## src/rtl/rv_core_pkg.sv

```systemverilog
// Core-wide widths and RISC-V load funct3 encodings shared by the integer pipeline.
package rv_core_pkg;
    localparam int DATA_W = 32;
    localparam int ADDR_W = 5;

    localparam logic [2:0] F3_LB  = 3'b000;
    localparam logic [2:0] F3_LH  = 3'b001;
    localparam logic [2:0] F3_LW  = 3'b010;
    localparam logic [2:0] F3_LBU = 3'b100;
    localparam logic [2:0] F3_LHU = 3'b101;
endpackage

```

## src/rtl/wb_fifo.sv

```systemverilog
// Synchronous FIFO for buffered load returns; read data is the head, valid while !empty_o.
// One cycle from push to visibility at the head; push ignored when full, pop ignored when empty.
module wb_fifo #(
    parameter int WIDTH = 42,
    parameter int DEPTH = 4,
    localparam int PTR_W = $clog2(DEPTH),
    localparam int CNT_W = $clog2(DEPTH) + 1
) (
    input  logic             clk_i,
    input  logic             rst_i,
    input  logic             push_i,
    input  logic [WIDTH-1:0] push_dat_i,
    input  logic             pop_i,
    output logic [WIDTH-1:0] pop_dat_o,
    output logic             full_o,
    output logic             empty_o,
    output logic [CNT_W-1:0] count_o
);
    logic [WIDTH-1:0] mem_q [DEPTH];
    logic [PTR_W-1:0] wr_ptr_q, wr_ptr_d;
    logic [PTR_W-1:0] rd_ptr_q, rd_ptr_d;
    logic [CNT_W-1:0] count_q, count_d;
    logic             do_push, do_pop;

    assign full_o    = (count_q == CNT_W'(DEPTH));
    assign empty_o   = (count_q == '0);
    assign count_o   = count_q;
    assign pop_dat_o = mem_q[rd_ptr_q];
    assign do_push   = push_i && !full_o;
    assign do_pop    = pop_i && !empty_o;

    // DEPTH is a power of two, so pointers wrap by plain overflow.
    always_comb begin
        wr_ptr_d = do_push ? wr_ptr_q + 1'b1 : wr_ptr_q;
        rd_ptr_d = do_pop  ? rd_ptr_q + 1'b1 : rd_ptr_q;
        count_d  = count_q;
        case ({do_push, do_pop})
            2'b10:   count_d = count_q + 1'b1;
            2'b01:   count_d = count_q - 1'b1;
            default: count_d = count_q;
        endcase
    end

    always_ff @(posedge clk_i) begin
        if (rst_i) begin
            wr_ptr_q <= '0;
            rd_ptr_q <= '0;
            count_q  <= '0;
        end else begin
            wr_ptr_q <= wr_ptr_d;
            rd_ptr_q <= rd_ptr_d;
            count_q  <= count_d;
        end
    end

    always_ff @(posedge clk_i) begin
        if (do_push) begin
            mem_q[wr_ptr_q] <= push_dat_i;
        end
    end
endmodule

```

## src/rtl/regfile_writeback.sv

```systemverilog
// Register-file write port arbiter: ALU results direct, load returns buffered and extended.
// ALU result written 1 cycle after accept, loads 2 cycles after enqueue; both stall while the load buffer is full.
module regfile_writeback #(
    parameter int DATA_W     = rv_core_pkg::DATA_W,
    parameter int ADDR_W     = rv_core_pkg::ADDR_W,
    parameter int FIFO_DEPTH = 4,
    localparam int CNT_W     = $clog2(FIFO_DEPTH) + 1
) (
    input  logic              clock,
    input  logic              reset,
    input  logic              alu_valid,
    input  logic [ADDR_W-1:0] alu_rd,
    input  logic [DATA_W-1:0] alu_data,
    output logic              alu_ready,
    input  logic              lsu_valid,
    input  logic [ADDR_W-1:0] lsu_rd,
    input  logic [DATA_W-1:0] lsu_data,
    input  logic [2:0]        lsu_funct3,
    input  logic [1:0]        lsu_addr_lo,
    output logic              lsu_ready,
    output logic              regwrite,
    output logic [ADDR_W-1:0] write_reg,
    output logic [DATA_W-1:0] write_data,
    output logic [CNT_W-1:0]  fifo_count
);
    import rv_core_pkg::*;

    localparam int ENT_W = ADDR_W + 3 + 2 + DATA_W;

    function automatic logic [DATA_W-1:0] load_extend(input logic [DATA_W-1:0] w,
                                                      input logic [2:0]        f3,
                                                      input logic [1:0]        lo);
        logic [7:0]  b;
        logic [15:0] h;
        b = w[{lo, 3'b000} +: 8];
        h = w[{lo[1], 4'b0000} +: 16];
        case (f3)
            F3_LB:   load_extend = {{(DATA_W-8){b[7]}}, b};
            F3_LH:   load_extend = {{(DATA_W-16){h[15]}}, h};
            F3_LBU:  load_extend = {{(DATA_W-8){1'b0}}, b};
            F3_LHU:  load_extend = {{(DATA_W-16){1'b0}}, h};
            default: load_extend = w;
        endcase
    endfunction

    logic              fifo_full, fifo_empty, fifo_push, fifo_pop, issue_alu;
    logic [ENT_W-1:0]  head;
    logic [ADDR_W-1:0] head_rd;
    logic [2:0]        head_f3;
    logic [1:0]        head_lo;
    logic [DATA_W-1:0] head_dat;
    logic [ADDR_W-1:0] sel_rd;
    logic [DATA_W-1:0] sel_dat;

    logic              regwrite_q, regwrite_d;
    logic [ADDR_W-1:0] write_reg_q, write_reg_d;
    logic [DATA_W-1:0] write_data_q, write_data_d;

    wb_fifo #(
        .WIDTH (ENT_W),
        .DEPTH (FIFO_DEPTH)
    ) u_fifo (
        .clk_i      (clock),
        .rst_i      (reset),
        .push_i     (fifo_push),
        .push_dat_i ({lsu_rd, lsu_funct3, lsu_addr_lo, lsu_data}),
        .pop_i      (fifo_pop),
        .pop_dat_o  (head),
        .full_o     (fifo_full),
        .empty_o    (fifo_empty),
        .count_o    (fifo_count)
    );

    assign {head_rd, head_f3, head_lo, head_dat} = head;

    // A full buffer always wins the port so the ALU cannot starve loads forever.
    assign lsu_ready = !fifo_full;
    assign alu_ready = !fifo_full;
    assign fifo_push = lsu_valid && !fifo_full;
    assign issue_alu = alu_valid && !fifo_full;
    assign fifo_pop  = fifo_full || (!alu_valid && !fifo_empty);

    always_comb begin
        sel_rd  = alu_rd;
        sel_dat = alu_data;
        if (!issue_alu) begin
            sel_rd  = head_rd;
            sel_dat = load_extend(head_dat, head_f3, head_lo);
        end
        regwrite_d   = (issue_alu || fifo_pop) && (sel_rd != '0);
        write_reg_d  = regwrite_d ? sel_rd  : write_reg_q;
        write_data_d = regwrite_d ? sel_dat : write_data_q;
    end

    always_ff @(posedge clock) begin
        if (reset) begin
            regwrite_q   <= 1'b0;
            write_reg_q  <= '0;
            write_data_q <= '0;
        end else begin
            regwrite_q   <= regwrite_d;
            write_reg_q  <= write_reg_d;
            write_data_q <= write_data_d;
        end
    end

    assign regwrite   = regwrite_q;
    assign write_reg  = write_reg_q;
    assign write_data = write_data_q;
endmodule
```

## config.mk

```make
export PLATFORM = sky130hd
export DESIGN_NAME = regfile_writeback
export DESIGN_NICKNAME = d
export VERILOG_FILES = /design/src/rtl/rv_core_pkg.sv /design/src/rtl/wb_fifo.sv /design/src/rtl/regfile_writeback.sv
export SDC_FILE = /design/constraint.sdc
export NUM_CORES = 1
export LEC_CHECK = 0
export BUFFER_PORTS_ARGS = -buffer_cell sky130_fd_sc_hd__buf_4
export CORE_MARGIN = 2
export CORE_UTILIZATION = 30
export CTS_CLUSTER_DIAMETER = 80
export DETAILED_ROUTE_END_ITERATION = 8
export GPL_ROUTABILITY_DRIVEN = 0
export PLACE_DENSITY_LB_ADDON = 0.05
export SLEW_MARGIN = 20
export SYNTH_ARGS = -nofsm -noshare
export SYNTH_HDL_FRONTEND = slang
export SYNTH_SLANG_ARGS = --single-unit
```

## constraint.sdc

```tcl
create_clock -name clock -period 6.1 [get_ports clock]
set_input_delay 0.61 -clock clock [delete_from_list [all_inputs] [get_ports clock]]
set_output_delay 0.61 -clock clock [all_outputs]
set_load 0.005 [all_outputs]
```

### Word-level counts from Yosys, hierarchy flattened

Memory sizes are Yosys's and may differ from the RTL's. A register that Yosys moved wholly into a read port is not among the register bits.
Cells that the tools add are included.

* bits in registers: 45
* RAM bits: 168
* word-level logic and storage cells: 42
* memories kept: 1

Memory list
* u_fifo.mem_q: words 4, bits a word 42, rd ports 1, clocked after Yosys merged registers in 1, write ports 1, line wb_fifo.sv:19 `logic [WIDTH-1:0] mem_q [DEPTH];`

* add/subtract/negate cells: 4
* eq/ne operators: 6
* shift operators: 2
* multiplexer cells: 8
* reductions and logical operators: 15

Operators by type and width (count)
* 32-bit case mux with 4 select lines: 1
* 32-bit two-way mux: 1
* 32-bit by 6-bit indexed part select with 16-bit output: 1
* 32-bit by 6-bit indexed part select with 8-bit output: 1
* 3-bit == test, second input constant: 3
* 1-bit logical AND: 6
* 3-bit logical NOT: 2
* 3-bit case mux with 2 select lines: 1
* 5-bit two-way mux: 1
* 5-bit nonzero test: 1
* 2-bit by 1-bit adder with 2-bit output, second input constant: 2
* 2-bit two-way mux: 2
* 3-bit by 1-bit adder with 3-bit output, second input constant: 1
* 3-bit by 1-bit == test with 1-bit output, second input constant: 1
* 1-bit logical NOT: 3
* 3-bit by 1-bit subtractor with 3-bit output, second input constant: 1
* 2-bit by 1-bit == test with 1-bit output, second input constant: 1
* 2-bit == test, second input constant: 1
* 1-bit logical OR: 2
* 1-bit two-way mux: 2
* 2-bit nonzero test: 1

### Logic depth before layout (Yosys ltp)

Gate-level depths: netlist (run 1).

* depth in word-level cells: 7
* gate-level depth with buffers: 10
* depth with buffers taken out: 8

### By module

From an unflattened synthesis (run 1), not the netlist that was laid out.

* cells, all modules: 568
* area total of the unflattened synthesis: 8958.6 µm²

By module, submodules not included
* wb_fifo: instances 1, cells each 274, area an instance 6601.3 µm²
* regfile_writeback: instances 1, cells each 294, area an instance 2357.3 µm²

### Worst setup path after synthesis (run 1)

Ideal clock, no wire load.

* kind: register -> register
* from: register (tool-made name)
* to: register write_data_q[6] (netlist: write_data[6])
* data arrival time: 2.467 ns
* setup slack: 3.505 ns
* cell stages (with the launch flop): 9
* clock period less this slack: 2.595 ns
* cell sequence: dfxtp_1 > buf_4 > buf_4 > buf_2 > mux4_2 > mux4_2 > a221oi_1 > a2bb2oi_1 > nor2_1

RTL lines
* end signal: assignment: line regfile_writeback.sv:103 `write_data_q <= write_data_d;`
* end: declaration: line regfile_writeback.sv:57 `logic [DATA_W-1:0] write_data_q, write_data_d;`

==> impl_metrics.json, run 1 <==
{
  "outcome": "complete, no violations",
  "synth_edf_count": 168,
  "synth_top_family_by_area": "multiplexers",
  "rows": 63,
  "hold_slack_ns": 0.286,
  "worstHoldPathType": "in2reg",
  "synth.area.mux_share_pct": 12.2,
  "wire_per_inst_um": 23.0,
  "synth_fa_ha_area_share_pct": 0.921,
  "clkTransAtPathRegs_ns": 0.06,
  "grt_max_degree": 45,
  "fin_setup_tns_ns": 0,
  "num_vias": 5758,
  "r2r_slack_ns": 2.61,
  "critical_path_class": "reg2reg",
  "top_layer": "met4",
  "grt_use_total_pct": 16.4,
  "synthToLayoutAreaGrowth_pct": 24.4,
  "clockBufferDepth": 3,
  "root_buffer": "clkbuf_16",
  "synth_xor_area_share_pct": 0.488,
  "die_x_um": 177,
  "syn_avg_cell_area_um2": 15.2,
  "dr.pass1.iters": 5,
  "crit_fanout": 28,
  "cp.arrival_ns": 3.93,
  "cap_violations": 0,
  "wl_met3_um": 1380,
  "drc": 0,
  "worstMarginPinSlew_ns": 0.794,
  "cts_buffers": 25,
  "cts_setup_buffers": 0,
  "wl_met1_um": 12200,
  "ys_seq_area_share_pct": 66.7,
  "dpl.hpwl_um": 16900,
  "ios": 126,
  "grt_pass1_wl_um": 37900,
  "relSlewSlack_pct": 47.0,
  "synth-simple-area-share_pct": 7.00,
  "leakage_nw": 3.89,
  "largest_register_ffs": 168,
  "synth_nets": 678,
  "hold_viol": 0,
  "grt_antenna_before_repair": 0,
  "wirelength_um": 25700,
  "cts_resized": 0,
  "drtIter0Drc": 387,
  "place_ws_ns": 2.51,
  "cts.sinks": 215,
  "ys_types": 49,
  "fin_worst_skew_ns": 0.00733,
  "setup_violations": 0,
  "hold_buffers": 0,
  "synthesis.area_mm2": 0.00897,
  "setup_ws_ns": 2.61,
  "synth-compound-area-share_pct": 10.0,
  "drv_slew": 0,
  "viasPerCell": 5.16,
  "wl_met2_um": 11500,
  "core_mm2": 0.0296,
  "cts_tree": "built",
  "synthFlopType": "edfxtp_1",
  "htree_levels": 1,
  "post-route-min-period_ns": 3.49,
  "grt_pass1_vias": 5823,
  "most-common-layout-cells": "edfxtp_1 (168), buf_4 (135), dfxtp_1 (45)",
  "numPortBuffers": 125,
  "max_freq_mhz": 287,
  "layout-drive-gt1-share_pct": 32.2,
  "rsz0062_at_grt": "no",
  "final_common_cell": "edfxtp_1",
  "critPathRequiredTime_ns": 6.54,
  "grt_overflow": 0,
  "synth_warnings": 0,
  "clkLatencyLatePin_ns": 0.52,
  "ir_worst_vdd_mv": 0.188,
  "timing.final.crit_share_pct": 57.2,
  "dieArea_mm2": 0.0313,
  "final_nets": 796,
  "ys_ff_latch": 215,
  "async_reset_ff_share_pct": 0,
  "synthCells": 589,
  "antenna_cells": 0,
  "cp-end-kind": "flop",
  "synth_area_leaders": "edfxtp_1 (56%), mux4_2 (11%), dfxtp_1 (10%), a21oi_1 (1.7%), and4_1 (1.5%)",
  "start_kind": "flop",
  "utilization_pct": 37.7,
  "synth_top_area_share_pct": 56.3,
  "die_h_um": 177,
  "postRouteAntennaNets": 0,
  "pwr_density_cell_mw_per_mm2": 449,
  "synth_top_area_cell": "edfxtp_1",
  "floorplan.initialDensity_pct": 30.3
}
==> critical path, cell delays in order (launching register included) <==
cell      delay, ns
dfxtp_4        0.76
buf_4          0.46
mux4_2         0.81
mux4_2         0.32
nand2_1        0.07
o21ai_1        0.54
o221ai_1       0.23
a21oi_1        0.18
==> kinds of logic (layout without fill, tap and decap cells) <==
group | after synthesis | after routing
AND/OR/NAND/NOR | 117 | 117
XOR/XNOR | 5 | 5
adder cells (fa/ha/maj) | 6 | 6
flip-flops | 215 | 215
buffers and inverters | 54 | 191
AO/OA/AOI/OAI | 138 | 138
multiplexers | 54 | 54
==> layer usage <==
metal | GRT usage [%] | vias to the layer above
met5 | 0 | -
met4 | 4.58 | 0
met3 | 2.79 | 43
met2 | 25.3 | 194
met1 | 23.9 | 2922
li1 | - | 2599
==> layout make-up <==
cell class | count | area, um^2
inverters | 10 | 37.5
flip-flops and latches | 215 | 5990
clock inverters | 10 | 156
well taps | 390 | 488
clock buffers | 36 | 717
multi-input cells | 320 | 2750
fillers | 2833 | 18400
repair buffers | 135 | 1010
==> power by group <==
part / leakage [nW] / switching, mW / internal [mW]
clock: 0.428 / 0.587 / 0.984
combinational: 1.53 / 0.817 / 0.631
sequential: 1.93 / 0.163 / 1.82
total: 3.89 / 1.57 / 3.44
==> cells in the mapped netlist, drive strengths merged, types with 2 or more instances <==
cell,n
a21o,2
a21oi,31
a221oi,6
a222oi,3
a22o,4
a311oi,3
a31oi,17
and2,15
and3,4
and4,15
buf,21
clkbuf,23
dfxtp,47
edfxtp,168
ha,5
inv,10
mux2i,9
mux4,44
nand2,28
nand3,17
nor2,27
nor2b,4
nor4,2
o211ai,2
o21ai,35
o221ai,8
o22ai,16
o41ai,5
or4,2
xnor2,2
xor2,3
==> stage by stage <==
step	power, mW	instances	instance area (um^2)
final	5.00	1116	11200
after global routing	5.27	1116	11200
after CTS	5.08	1116	11200
after detailed placement	3.49	1070	10300
after global placement	3.47	1070	10300
after floorplan	2.88	589	8970
==> worst paths after layout <==
kind / from / to / cells after the start
min reg2reg: write_data[25]$_SDFFE_PP0P_ / write_data[25]$_SDFFE_PP0P_ / 2
max: flop / write_data[11]$_SDFFE_PP0P_ / 7
min: lsu_data[12] / u_fifo.mem_q[1][12]$_DFFE_PP_ / 1
max reg2reg: flop / write_data[11]$_SDFFE_PP0P_ / 7
No activity file was read; power rests on OpenSTA's default activity.
==> run 2, diff against run 1 <==
--- a/config.mk
+++ b/config.mk
@@ -5,6 +5,7 @@
 export SDC_FILE = /design/constraint.sdc
 export NUM_CORES = 1
 export LEC_CHECK = 0
+export ABC_AREA = 1
 export BUFFER_PORTS_ARGS = -buffer_cell sky130_fd_sc_hd__buf_4
 export CORE_MARGIN = 2
 export CORE_UTILIZATION = 30
==> constraint.sdc (replaced) <==
create_clock -name clock -period 3.2 [get_ports clock]
set_input_delay 0.32 -clock clock [delete_from_list [all_inputs] [get_ports clock]]
set_output_delay 0.32 -clock clock [all_outputs]
set_load 0.005 [all_outputs]
==> run 2 against run 1 <==
  * Clock power grew 67%
  * Wire length increased by 5.2%
  * Combinational power grew to 2.7 times the previous value
  * Register-to-register slack got worse by 1.8 ns
  * Global-route usage decreased by 0.20 points
  * Critical path depth grew 8
  * Final cell count is 39% higher
  * Utilization up 0.50 points
  * Design area up 7.9%
  * Die area is 6.4% higher
  * Sequential share of layout area decreased by 4.0 points
  * Critical path type unchanged
==> impl_metrics.json, run 2 <==
{
  "dr.pass1.iters": 5,
  "grt_use_met2_pct": 26.4,
  "timing.final.crit_share_pct": 75.8,
  "async_reset_ff_share_pct": 0,
  "crit_fanout": 30,
  "synth_fa_ha_area_share_pct": 0.864,
  "drc": 0,
  "cts_tree": "built",
  "ys_seq_area_share_pct": 62.7,
  "worstMarginPinSlew_ns": 0.648,
  "outcome": "complete, no violations",
  "grt_use_total_pct": 16.2,
  "clkTransAtPathRegs_ns": 0.06,
  "cts_buffers": 25,
  "syn_avg_cell_area_um2": 9.77,
  "critPathRequiredTime_ns": 3.66,
  "grt_use_met1_pct": 22.4,
  "ff_latch_area_mm2": 0.00599,
  "synthCells": 978,
  "synth_top_area_cell": "edfxtp_1",
  "cts.sinks": 215,
  "power.total_mw": 10.2,
  "synth-simple-area-share_pct": 22.2,
  "wirelength_um": 27000,
  "synth.area.mux_share_pct": 0,
  "most-common-layout-cells": "nand2_1 (270), edfxtp_1 (168), buf_4 (136)",
  "synth_xor_area_share_pct": 0,
  "top_usage_layer": "met2",
  "relSlewSlack_pct": 56.5,
  "sequentialPowerShare_pct": 35.9,
  "fin_setup_tns_ns": 0,
  "synthesis.area_mm2": 0.00955,
  "synth.most_common_cell": "nand2_1",
  "ios": 126,
  "r2r_cells": 15,
  "r2r_slack_ns": 0.78,
  "grt_overflow": 0,
  "synth_top_family_by_area": "simple AND/OR/NAND/NOR gates",
  "cp.arrival_ns": 2.88,
  "synthFlopType": "edfxtp_1",
  "final_common_cell": "nand2_1",
  "synth_edf_count": 168,
  "worstHoldPathType": "in2reg",
  "grt_max_degree": 95,
  "rsz0062_at_grt": "no",
  "leakage_nw": 4.96,
  "synth_top_area_share_pct": 52.8,
  "postRouteAntennaNets": 0,
  "ir_worst_vdd_mv": 0.392,
  "max_freq_mhz": 412,
  "floorplan.initialDensity_pct": 30.4,
  "layout-drive-gt1-share_pct": 20.4,
  "die_h_um": 182,
  "die_x_um": 182,
  "combPwrFrac_pct": 38.4,
  "cp-end-kind": "flop",
  "p_sw_share_pct": 38.0,
  "nFillCells": 3177,
  "setup_ws_ns": 0.775,
  "antenna_cells": 0,
  "grt_pass1_vias": 7026,
  "grt_pass1_wl_um": 41600,
  "worstHoldStart": "lsu_addr_lo[1]",
  "grt_antenna_before_repair": 0,
  "ys_types": 30,
  "wire_per_inst_um": 17.4,
  "final_nets": 1222,
  "ys_top_cells_by_count": "nand2_1 (270), edfxtp_1 (168), nor2_1 (88), nand3_1 (78), a21oi_1 (67)",
  "synth_nets": 1067,
  "dpl.hpwl_um": 17600,
  "pwr_density_cell_mw_per_mm2": 848,
  "place_ws_ns": 0.744,
  "synth-compound-area-share_pct": 8.21,
  "largest_register_ffs": 168,
  "numPortBuffers": 125,
  "rows": 65,
  "ys_ff_latch": 215,
  "core_mm2": 0.0315,
  "root_buffer": "clkbuf_16",
  "clkLatencyLatePin_ns": 0.52,
  "post-route-min-period_ns": 2.42,
  "synth_warnings": 0,
  "clockPowerShare_pct": 25.7,
  "worst_r2r_endpoint": "write_data[5]$_SDFFE_PP0P_",
  "clockBufferDepth": 3,
  "holdPathEnd": "u_fifo.mem_q[2][33]$_DFFE_PP_",
  "hold_depth": 1,
  "num_vias": 7095,
  "synth_area_leaders": "edfxtp_1 (53%), nand2_1 (11%), dfxtp_1 (9.8%), nand3_1 (4.1%), a21oi_1 (3.5%)",
  "drtIter0Drc": 467,
  "multi_input_area_mm2": 0.00302,
  "drv_slew": 0,
  "fin_worst_skew_ns": 0.00708,
  "p_int_mw": 6.33,
  "use_met3_pct": 2.75,
  "start_kind": "flop",
  "synthToLayoutAreaGrowth_pct": 26.0,
  "cts_resized": 0,
  "hold_viol": 0,
  "viasPerCell": 4.57,
  "cap_violations": 0,
  "htree_levels": 1,
  "critical_path_class": "reg2reg",
  "power.switching_mw": 3.88,
  "setup_violations": 0,
  "dieArea_mm2": 0.0333
}
## run 2: how the worst max path moves through the flow
stage                                   start                      endpoint  slack (ns)  cells past startpoint
3_3_place_gp                             flop   write_data[11]$_SDFFE_PP0P_        0.75                      9
3_5_place_dp                             flop    write_data[5]$_SDFFE_PP0P_        0.74                     15
2_1_floorplan  u_fifo.count_o[1]$_SDFFE_PP0P_  u_fifo.mem_q[0][0]$_DFFE_PP_        0.22                      4
6_report                                 flop    write_data[5]$_SDFFE_PP0P_        0.78                     15
4_1_cts                                  flop    write_data[5]$_SDFFE_PP0P_        0.73                     15
5_1_grt                                  flop    write_data[5]$_SDFFE_PP0P_        0.50                     15
## run 2: power by group through the flow
stage	clock network (mW)	logic [mW]	registers, mW
after floorplan	0	2.56	3.71
after global placement	0	3.96	3.73
after detailed placement	0	3.95	3.72
after CTS	2.72	4.01	3.67
after global routing	2.83	4.43	3.71
final	2.62	3.93	3.66
## run 2: cell families (layout without fill, tap and decap cells)
| kind of cell | count (synthesis) | count (layout) |
|---|---|---|
| compound gates | 150 | 150 |
| fa+ha+maj | 6 | 6 |
| buf+inv | 121 | 295 |
| flops | 215 | 215 |
| simple gates | 486 | 486 |
## run 2: critical path, stage by stage (launching register included)
cell     delay [ns]
dfxtp_2        0.33
inv_2          0.30
buf_4          0.40
buf_4          0.35
nand2_1        0.09
nand2_1        0.07
nand2_1        0.04
nand2_1        0.13
nand2_1        0.06
nand2_1        0.10
nand2_1        0.06
nand2_1        0.08
nand2_1        0.05
nor2_1         0.12
nor2_1         0.08
nor2_1         0.09
## run 2: stage by stage
step           instance area (um^2)  util, %  hold slack, ns  instances
2_1_floorplan                  9550        -           0.389        978
3_3_place_gp                  10900     34.6           0.455       1469
3_5_place_dp                  10900     34.6           0.465       1469
4_1_cts                       12000     38.2        0.000633       1553
5_1_grt                       12000     38.2         0.00606       1554
6_report                      12000     38.2          0.0189       1554
## run 2: layer usage
layer,up-vias,part of all wire (%)
li1,3580,-
met3,35,4.5
met4,0,2.4
met5,-,0
met1,3321,48
met2,159,45
## run 2: cell type report
type	instances	share of cell area, %
clock inverters	13	0.821
well taps	402	4.18
flip-flops and latches	215	49.8
repair buffers	180	12.6
clock buffers	33	5.45
multi-input cells	642	25.1
inverters	69	2.15
## run 2: timing repair
item	CTS	global route
endpoints found under the hold margin	152	3
setup buffers	0	0
hold buffers	38	1
==> run 3, diff against run 2 <==
==> constraint.sdc (replaced) <==
create_clock -name clock -period 2.5 [get_ports clock]
set_input_delay 0.25 -clock clock [delete_from_list [all_inputs] [get_ports clock]]
set_output_delay 0.25 -clock clock [all_outputs]
set_load 0.005 [all_outputs]
==> run 3 against run 2 <==
  * Total power up 33%
  * Design area up 1.9%
  * Sequential share of layout area down 0.94 points
  * First-iteration DRC count down 14%
  * Die area unchanged
  * Clock-buffer cell count up 4
  * Clock skew up 0.0076 ns
==> impl_metrics.json, run 3 (synthesis results as in run 2) <==
{
  "core_mm2": 0.0315,
  "cp-end-kind": "flop",
  "grt_max_degree": 52,
  "clockBufferDepth": 3,
  "grt_pass1_vias": 7092,
  "largest_register_ffs": 168,
  "fin_worst_skew_ns": 0.0146,
  "cap_violations": 0,
  "htree_levels": 1,
  "timing.final.crit_share_pct": 88.5,
  "worstMarginPinSlew_ns": 0.539,
  "rsz0062_at_grt": "no",
  "antenna_cells": 0,
  "drv_slew": 0,
  "drc": 0,
  "start_kind": "flop",
  "critical_path_class": "reg2reg",
  "setup_violations": 0,
  "max_freq_mhz": 452,
  "viasPerCell": 4.57,
  "clkTransAtPathRegs_ns": 0.06,
  "worstHoldPathType": "in2reg",
  "floorplan.initialDensity_pct": 30.4,
  "pwr_density_cell_mw_per_mm2": 1110,
  "layout-drive-gt1-share_pct": 21.7,
  "die_x_um": 182,
  "final_nets": 1239,
  "cts_buffers": 26,
  "leakage_nw": 5.10,
  "num_vias": 7172,
  "relSlewSlack_pct": 64.1,
  "placedCellCount": 1482,
  "root_buffer": "clkbuf_16",
  "most-common-layout-cells": "nand2_1 (270), edfxtp_1 (168), buf_4 (146)",
  "reg2reg_from": "u_fifo.count_o[1]$_SDFFE_PP0P_",
  "critPathRequiredTime_ns": 2.92,
  "wirelength_um": 27900,
  "hold_viol": 0,
  "die_h_um": 182,
  "r2r_cells": 11,
  "crit_fanout": 41,
  "postRouteAntennaNets": 0,
  "final_common_cell": "nand2_1",
  "worstHoldStart": "reset",
  "clkLatencyLatePin_ns": 0.53,
  "ir_worst_vdd_mv": 0.514,
  "hold_depth": 2,
  "cts_tree": "built",
  "grt_use_total_pct": 16.7,
  "place_ws_ns": 0.244,
  "outcome": "complete, no violations",
  "dieArea_mm2": 0.0333,
  "rows": 65,
  "worst_r2r_endpoint": "write_data[5]$_SDFFE_PP0P_",
  "grt_antenna_before_repair": 0,
  "post-route-min-period_ns": 2.21,
  "cts.sinks": 215,
  "cts_setup_buffers": 0,
  "cp.arrival_ns": 2.63,
  "final_cell_count_no_fill": 1569,
  "numPortBuffers": 125,
  "drtIter0Drc": 401,
  "r2r_slack_ns": 0.29,
  "wire_per_inst_um": 17.8,
  "setup_ws_ns": 0.288,
  "dpl.hpwl_um": 18400,
  "grt_overflow": 0,
  "holdPathEnd": "write_data[13]$_SDFFE_PP0P_",
  "dr.pass1.iters": 5,
  "ios": 126,
  "synthToLayoutAreaGrowth_pct": 28.4,
  "grt_pass1_wl_um": 42600
}
[run 3: cell count changes in the layout (fill, tap and decap cells not counted), sizes merged]
cell | previous run | this run
buf | 141 | 154
clkinv | 10 | 5
clkbuf | 33 | 37
dlygate4sd3 | 39 | 42
bufinv | 1 | 2
clkinvlp | 1 | 0
[run 3: repair_timing]
action	CTS	global route
gates resized for setup	0	1
setup endpoints to repair	0	1
endpoints found under the hold margin	168	0
hold buffers	42	0
[run 3: worst max path at each step]
stage / slack, ns / end / depth (start not counted) / startpoint
2_1_floorplan: -0.48 / u_fifo.mem_q[0][0]$_DFFE_PP_ / 4 / u_fifo.count_o[1]$_SDFFE_PP0P_
3_3_place_gp: 0.27 / write_reg[3]$_SDFFE_PP0P_ / 10 / u_fifo.count_o[1]$_SDFFE_PP0P_
3_5_place_dp: 0.24 / write_data[20]$_SDFFE_PP0P_ / 10 / flop
4_1_cts: 0.23 / write_data[20]$_SDFFE_PP0P_ / 10 / flop
5_1_grt: 0.05 / write_reg[4]$_SDFFE_PP0P_ / 10 / u_fifo.count_o[1]$_SDFFE_PP0P_
6_report: 0.29 / write_data[5]$_SDFFE_PP0P_ / 11 / u_fifo.count_o[1]$_SDFFE_PP0P_
[run 3: layout make-up]
| class | instances | area, um^2 |
|---|---|---|
| Fill cell | 3185 | 19200 |
| Sequential cell | 215 | 5990 |
| Multi-Input combinational cell | 642 | 3020 |
| Timing Repair Buffer | 196 | 1670 |
| Clock buffer | 37 | 731 |
| Tap cell | 402 | 503 |
| Inverter | 69 | 259 |
| Clock inverter | 8 | 100 |
[run 3: metrics by stage]
stage | instance area (um^2) | hold WS, ns | power, mW | TNS, ns | util (%)
after floorplan | 9550 | 0.319 | 8.02 | -81.47 | -
after global placement | 11000 | 0.455 | 10.0 | 0 | 35.0
after detailed placement | 11000 | 0.456 | 10.0 | 0 | 35.0
after CTS | 12300 | 0.00658 | 13.8 | 0 | 39.0
after global routing | 12300 | 0.0132 | 14.6 | 0 | 39.0
final | 12300 | 0.0156 | 13.6 | 0 | 39.0
[run 3: worst max-delay path, cell delays in order, from the launching register on]
cell,delay (ns)
dfxtp_1,0.37
nor2_1,0.07
nand2_1,0.14
nand2_2,0.25
inv_2,0.16
buf_4,0.34
nor2_4,0.08
nor2_2,0.17
buf_12,0.21
nand2_1,0.07
nor2_1,0.14
nor2_1,0.06
[run 3: layer usage]
layer	routed length [um]	global-route usage, %
met5	0	0
met4	673	4.35
met3	1500	3.45
met2	12400	26.9
met1	13200	23.0
[run 3: report_power, final]
part | internal (mW) | switching [mW]
clock | 2.23 | 1.47
sequential | 4.45 | 0.251
combinational | 1.85 | 3.38
